## config.mk

```make
export PLATFORM = sky130hd
export DESIGN_NAME = ex_result_stage
export DESIGN_NICKNAME = d
export VERILOG_FILES = /design/src/rtl/ex_result_stage_pkg.sv /design/src/rtl/ex_result_stage_br_cond.sv /design/src/rtl/ex_result_stage.sv
export SDC_FILE = /design/constraint.sdc
export NUM_CORES = 1
export LEC_CHECK = 0
export ABC_CLOCK_PERIOD_IN_PS = 1900
export CAP_MARGIN = 10
export CORE_ASPECT_RATIO = 0.6
export CORE_MARGIN = 2
export CORE_UTILIZATION = 38
export DETAILED_ROUTE_END_ITERATION = 12
export GPL_ROUTABILITY_DRIVEN = 0
export HOLD_SLACK_MARGIN = 0.1
export PLACE_DENSITY = 0.84
export SLEW_MARGIN = 20
export SYNTH_ARGS = -nofsm -noshare
export SYNTH_HDL_FRONTEND = slang
export SYNTH_SLANG_ARGS = --single-unit
```

## constraint.sdc

```tcl
create_clock -name clk -period 1.9 [get_ports clk]
set_input_delay 0.38 -clock clk [delete_from_list [all_inputs] [get_ports clk]]
set_output_delay 0.38 -clock clk [all_outputs]
set_load 0.005 [all_outputs]
```

## src/rtl/ex_result_stage_pkg.sv

```systemverilog
// Shared constants for the EX result stage: branch funct3 codes and default entry field widths.
package ex_result_stage_pkg;

    localparam int EX_DATA_W = 32;
    localparam int EX_REG_W  = 5;

    localparam logic [2:0] BR_BEQ  = 3'b000;
    localparam logic [2:0] BR_BNE  = 3'b001;
    localparam logic [2:0] BR_BLT  = 3'b100;
    localparam logic [2:0] BR_BGE  = 3'b101;
    localparam logic [2:0] BR_BLTU = 3'b110;
    localparam logic [2:0] BR_BGEU = 3'b111;

endpackage

```

## src/rtl/ex_result_stage_br_cond.sv

```systemverilog
// Branch condition decode from ALU flags of A-B; codes 010/011 are never taken.
module br_cond
    import ex_result_stage_pkg::*;
#(
    parameter int DATA_W = EX_DATA_W
) (
    input  logic [DATA_W-1:0] alu_out,
    input  logic              alu_zero,
    input  logic              alu_ofl,
    input  logic              alu_cout,
    input  logic [2:0]        br_funct3,
    output logic              cond
);

    logic lt_s;

    assign lt_s = alu_out[DATA_W-1] ^ alu_ofl;

    always_comb begin
        cond = 1'b0;
        case (br_funct3)
            BR_BEQ:  cond = alu_zero;
            BR_BNE:  cond = ~alu_zero;
            BR_BLT:  cond = lt_s;
            BR_BGE:  cond = ~lt_s;
            BR_BLTU: cond = ~alu_cout;
            BR_BGEU: cond = alu_cout;
            default: cond = 1'b0;
        endcase
    end

endmodule

```

## src/rtl/ex_result_stage.sv

```systemverilog
// EX/MEM boundary register with branch resolution and one-cycle fetch redirect.
// Define EX_SKID_BUF_EN for a two-entry (main + skid) buffer with a registered in_ready.
module ex_result_stage
    import ex_result_stage_pkg::*;
#(
    parameter int DATA_W = EX_DATA_W,
    parameter int REG_W  = EX_REG_W
) (
    input  logic              clk,
    input  logic              rst_n,
    input  logic              in_valid,
    output logic              in_ready,
    input  logic [DATA_W-1:0] alu_out,
    input  logic              alu_zero,
    input  logic              alu_ofl,
    input  logic              alu_cout,
    input  logic              br_en,
    input  logic              jump,
    input  logic [2:0]        br_funct3,
    input  logic [DATA_W-1:0] br_target,
    input  logic [DATA_W-1:0] pc_plus4,
    input  logic [REG_W-1:0]  rd,
    input  logic              rd_we,
    input  logic              mem_rd,
    input  logic              mem_wr,
    input  logic [DATA_W-1:0] store_data,
    input  logic              flush,
    output logic              out_valid,
    input  logic              out_ready,
    output logic [DATA_W-1:0] out_result,
    output logic [DATA_W-1:0] out_store_data,
    output logic [REG_W-1:0]  out_rd,
    output logic              out_rd_we,
    output logic              out_mem_rd,
    output logic              out_mem_wr,
    output logic              redirect,
    output logic [DATA_W-1:0] redirect_pc
);

    typedef struct packed {
        logic [DATA_W-1:0] result;
        logic [DATA_W-1:0] store_data;
        logic [REG_W-1:0]  rd;
        logic              rd_we;
        logic              mem_rd;
        logic              mem_wr;
    } entry_t;

    logic              cond, taken, accept;
    entry_t            in_ent;
    entry_t            main_q, main_d;
    logic              main_vld_q, main_vld_d;
    logic              redirect_q, redirect_d;
    logic [DATA_W-1:0] redirect_pc_q, redirect_pc_d;

    br_cond #(.DATA_W(DATA_W)) u_br_cond (
        .alu_out   (alu_out),
        .alu_zero  (alu_zero),
        .alu_ofl   (alu_ofl),
        .alu_cout  (alu_cout),
        .br_funct3 (br_funct3),
        .cond      (cond)
    );

    // jump dominates br_en, so a JAL/JALR flagged as a branch still writes its link
    assign taken  = jump | (br_en & cond);
    assign accept = in_valid & in_ready;

    always_comb begin
        in_ent            = '0;
        in_ent.result     = jump ? pc_plus4 : alu_out;
        in_ent.store_data = store_data;
        in_ent.rd         = rd;
        in_ent.rd_we      = rd_we & ~(br_en & ~jump);
        in_ent.mem_rd     = mem_rd;
        in_ent.mem_wr     = mem_wr;
    end

    always_comb begin
        redirect_d    = accept & taken & ~flush;
        redirect_pc_d = redirect_pc_q;
        if (accept & taken & ~flush) redirect_pc_d = br_target;
    end

`ifdef EX_SKID_BUF_EN
    entry_t skid_q, skid_d;
    logic   skid_vld_q, skid_vld_d;

    assign in_ready = ~skid_vld_q & ~redirect_q;

    always_comb begin
        main_d     = main_q;
        main_vld_d = main_vld_q;
        skid_d     = skid_q;
        skid_vld_d = skid_vld_q;
        if (flush) begin
            main_vld_d = 1'b0;
            skid_vld_d = 1'b0;
        end else if (main_vld_q & out_ready) begin
            // accept implies skid empty, so skid and a new beat never compete here
            if (skid_vld_q) begin
                main_d     = skid_q;
                skid_vld_d = 1'b0;
            end else if (accept) begin
                main_d = in_ent;
            end else begin
                main_vld_d = 1'b0;
            end
        end else if (accept) begin
            if (main_vld_q) begin
                skid_d     = in_ent;
                skid_vld_d = 1'b1;
            end else begin
                main_d     = in_ent;
                main_vld_d = 1'b1;
            end
        end
    end

    always_ff @(posedge clk) begin
        if (!rst_n) begin
            skid_q     <= '0;
            skid_vld_q <= 1'b0;
        end else begin
            skid_q     <= skid_d;
            skid_vld_q <= skid_vld_d;
        end
    end
`else
    assign in_ready = (~main_vld_q | out_ready) & ~redirect_q;

    always_comb begin
        main_d     = main_q;
        main_vld_d = main_vld_q;
        if (flush) begin
            main_vld_d = 1'b0;
        end else if (accept) begin
            main_d     = in_ent;
            main_vld_d = 1'b1;
        end else if (out_ready) begin
            main_vld_d = 1'b0;
        end
    end
`endif

    always_ff @(posedge clk) begin
        if (!rst_n) begin
            main_q        <= '0;
            main_vld_q    <= 1'b0;
            redirect_q    <= 1'b0;
            redirect_pc_q <= '0;
        end else begin
            main_q        <= main_d;
            main_vld_q    <= main_vld_d;
            redirect_q    <= redirect_d;
            redirect_pc_q <= redirect_pc_d;
        end
    end

    assign out_valid      = main_vld_q;
    assign out_result     = main_q.result;
    assign out_store_data = main_q.store_data;
    assign out_rd         = main_q.rd;
    assign out_rd_we      = main_q.rd_we;
    assign out_mem_rd     = main_q.mem_rd;
    assign out_mem_wr     = main_q.mem_wr;
    assign redirect       = redirect_q;
    assign redirect_pc    = redirect_pc_q;

endmodule

```

==> flow_metrics.env <==
export IMPL_clk_latency_ns=0.34
export IMPL_min_period_ns=1.85
export IMPL_remaining_global_route_overflow=0
export IMPL_async_flop_share_pct=0
export IMPL_timing_worst_setup_path_type="input port to flip-flop"
export IMPL_clock_sinks=106
export IMPL_vias_in_the_first_global_route=4160
export IMPL_grt_max_degree=59
export IMPL_drtPass1Iterations=4
export IMPL_layout_worst_path_cycle_share_pct=97.4
export IMPL_clock_path_buffers=2
export IMPL_number_of_synthesized_flops_with_an_enable_pin=0
export IMPL_routed_wl_mm=13.4
export IMPL_track_usage_pct=20.6
export IMPL_numPortBuffers=255
export IMPL_synth_flop_cell="sky130_fd_sc_hd__dfxtp_1"
export IMPL_final_antenna_net_count=0
export IMPL_dieArea_sq_um=12600
export IMPL_worst_pin_slew_ns=0.426
export IMPL_largest_cells_by_area_after_synthesis="sky130_fd_sc_hd__dfxtp_1 48%, sky130_fd_sc_hd__nand2_1 15%, sky130_fd_sc_hd__mux2i_1 14%"
export IMPL_worst_endpoint_arrival_ns=2.10
export IMPL_drcViolationCount=0
export IMPL_finalSetupViolations=0
export IMPL_dpl_worst_slack_ns=-0.374
export IMPL_sum_neg_setup_slack_ns=0
export IMPL_switching_share_pct=24.6
export IMPL_syn_area_per_cell_sq_um=9.38
export IMPL_endpoints_failing_hold=0
export IMPL_io_pin_count=256
export IMPL_cp_max_fo=33
export IMPL_power_leakage_nw=3.14
export IMPL_timing_slew_headroom_pct=71.6
export IMPL_die_height_um=87.9
export IMPL_drt_wirelength_per_cell_um=15.1
export IMPL_dp_hpwl_mm=10.2
export IMPL_power_density_cell_area_nw_per_um2=705
export IMPL_coreArea_sq_um=11400
export IMPL_grt_setup_unrepaired="true"
export IMPL_synth_largest_type_area_fraction_pct=47.6
export IMPL_holdCritPathClass="flip-flop to flip-flop"
export IMPL_layout_setup_ws_ns=0.0492
export IMPL_cts_root_buffer="sky130_fd_sc_hd__clkbuf_16"
export IMPL_std_cell_rows=30
export IMPL_critPathRequiredTime_ns=2.15
export IMPL_share_of_post_route_cells_with_drive_strength_above_1_pct=5.52
export IMPL_tritoncts="built"
export IMPL_clk_transition_reported_paths_ns=0.08
export IMPL_post_synth_num_cell_types=27
export IMPL_final_setup_skew_ns=0.00773
export IMPL_total_switching_power_mw=1.30
export IMPL_cell_count_after_synthesis=475
export IMPL_fmaxAchievable_mhz=540
export IMPL_cts_hold_buf=0
export IMPL_h_tree_depth=3
export IMPL_num_antenna_cells=0
export IMPL_ys_seq_area_share_pct=47.6
export IMPL_cell_internal_pwr_mw=3.98
export IMPL_routed_via_count=4178
export IMPL_final_max_slew_viol_count=0
export IMPL_power_frac_clock_pct=34.6
export IMPL_synthesis_area_sq_um=4460
export IMPL_status="complete, no violations"
export IMPL_ys_warnings_count=0
export IMPL_design_final_nets=868
export IMPL_post_cts_buffers=0
export IMPL_power_frac_seq_pct=45.8
export IMPL_die_width_um=144
export IMPL_max_cap_violations=0
export IMPL_vias_per_inst=4.73
export IMPL_synth_largest_area_cell="sky130_fd_sc_hd__dfxtp_1"
export IMPL_combinationalPowerShare_pct=19.6
export IMPL_max_vdd_ir_drop_v=0.000391
export IMPL_initial_core_util_pct=39.2
export IMPL_violation_count_after_the_first_detailed_route_iteration=117
export IMPL_grt_pass1_wl_mm=20.4
export IMPL_area_growth_syn_to_layout_pct=67.8
export IMPL_cp_start_kind="input port"
export IMPL_postSynthNetCount=624
export IMPL_critical_path_endpoint_type="flip-flop"
export IMPL_yosys_register_bits=106
export IMPL_cts_buffers=9
export IMPL_initial_antenna_violation_count=0
-- metal layers --
layer  vias to the layer above  share of wire (%)  global-route usage (%)
li1                       2081                  -                       -
met1                      1914                 40                    23.4
met2                       162                 48                    36.5
met3                        21                9.5                    7.87
met4                         0                1.9                    6.42
met5                         -                  0                       0
-- cell usage in the layout (no fill, tap or decap), types with 2 or more instances in the layout --
cell type                           n
sky130_fd_sc_hd__clkdlybuf4s50_1  251
sky130_fd_sc_hd__a21boi_0          32
sky130_fd_sc_hd__dfxtp_1          106
sky130_fd_sc_hd__nor3b_1            2
sky130_fd_sc_hd__o211a_1           32
sky130_fd_sc_hd__mux2i_1           64
sky130_fd_sc_hd__nand3b_1           2
sky130_fd_sc_hd__a21boi_1           8
sky130_fd_sc_hd__buf_4             10
sky130_fd_sc_hd__buf_12             8
sky130_fd_sc_hd__inv_6              2
sky130_fd_sc_hd__nand2_1          175
sky130_fd_sc_hd__dlygate4sd2_1      2
sky130_fd_sc_hd__clkbuf_16          9
sky130_fd_sc_hd__inv_8              2
-- worst paths after layout --
path	startpoint	end	slack, ns	depth (start not counted)
hold / removal	redirect_pc[9]	redirect_pc[9]	0.46	2
hold reg to reg	redirect_pc[9]	redirect_pc[9]	0.46	2
setup / recovery	out_ready	out_store_data[12]	0.05	8
setup reg to reg	out_valid	out_store_data[12]	0.21	7
-- logic make-up (layout without fill, tap and decap cells) --
| family | count (synthesis) | in the layout | synth area share, % |
|---|---|---|---|
| AOI/OAI and AO/OA | 77 | 77 | 14.8 |
| xor gates and xnor gates | 1 | 1 | 0.533 |
| and+or+nand+nor | 187 | 187 | 17.1 |
| DFF | 106 | 106 | 47.6 |
| buffers and inverters | 40 | 289 | 5.61 |
| muxes | 64 | 64 | 14.4 |
-- synthesized netlist by cell type, drive strengths merged, types with 2 or more instances --
master	instances
mux2i	64
nor3b	2
a21boi	40
dfxtp	106
buf	19
nand3b	2
o211a	32
clkbuf	20
nand2	175
-- layout make-up --
cell class | instances | area (sq um)
flip-flops and latches | 106 | 2120
repair buffers | 272 | 2770
clock buffers | 10 | 239
inverters | 1 | 3.75
multi-input cells | 329 | 2090
well taps | 160 | 200
fillers | 903 | 3900
clock inverters | 6 | 56.3
-- flip-flops by register name (all words and copies together), names as in the netlist --
name,flops
out_result,32
out_store_data,32
redirect_pc,32
out_rd,5
out_mem_rd,1
out_mem_wr,1
out_rd_we,1
out_valid,1
redirect,1
-- critical path, cell delays in order --
cell,delay (ns)
sky130_fd_sc_hd__clkdlybuf4s50_1,0.50
sky130_fd_sc_hd__nor2b_4,0.06
sky130_fd_sc_hd__buf_12,0.12
sky130_fd_sc_hd__nor4b_4,0.26
sky130_fd_sc_hd__buf_4,0.26
sky130_fd_sc_hd__buf_12,0.20
sky130_fd_sc_hd__nand2_1,0.08
sky130_fd_sc_hd__a21boi_0,0.21
-- power groups by stage --
stage / combinational, mW / sequential [mW] / clock, mW
after global placement: 1.02 / 2.46 / 0
after CTS: 1.04 / 2.42 / 1.89
final: 1.03 / 2.42 / 1.83
after floorplan: 0.369 / 2.47 / 0
after detailed placement: 1.04 / 2.47 / 0
after global routing: 1.11 / 2.43 / 1.98
-- metrics by stage --
stage	instance area (sq um)	instances	power (mW)	hold slack, ns	util, %
floorplan	4460	475	2.84	0.451	-
global placement	7180	868	3.48	0.441	63.2
global route	7480	884	5.52	0.477	65.7
CTS	7480	884	5.35	0.461	65.7
finish	7480	884	5.28	0.458	65.7
detailed placement	7180	868	3.51	0.450	63.2
-- what timing repair did --
action / in CTS / in global routing
endpoints found under the setup margin: 3 / 1
endpoints found under the hold margin: 0 / 0
pin swaps: 0 / 0
resized for setup: 2 / 0
Note: power is estimated with default switching activity, not from simulation.
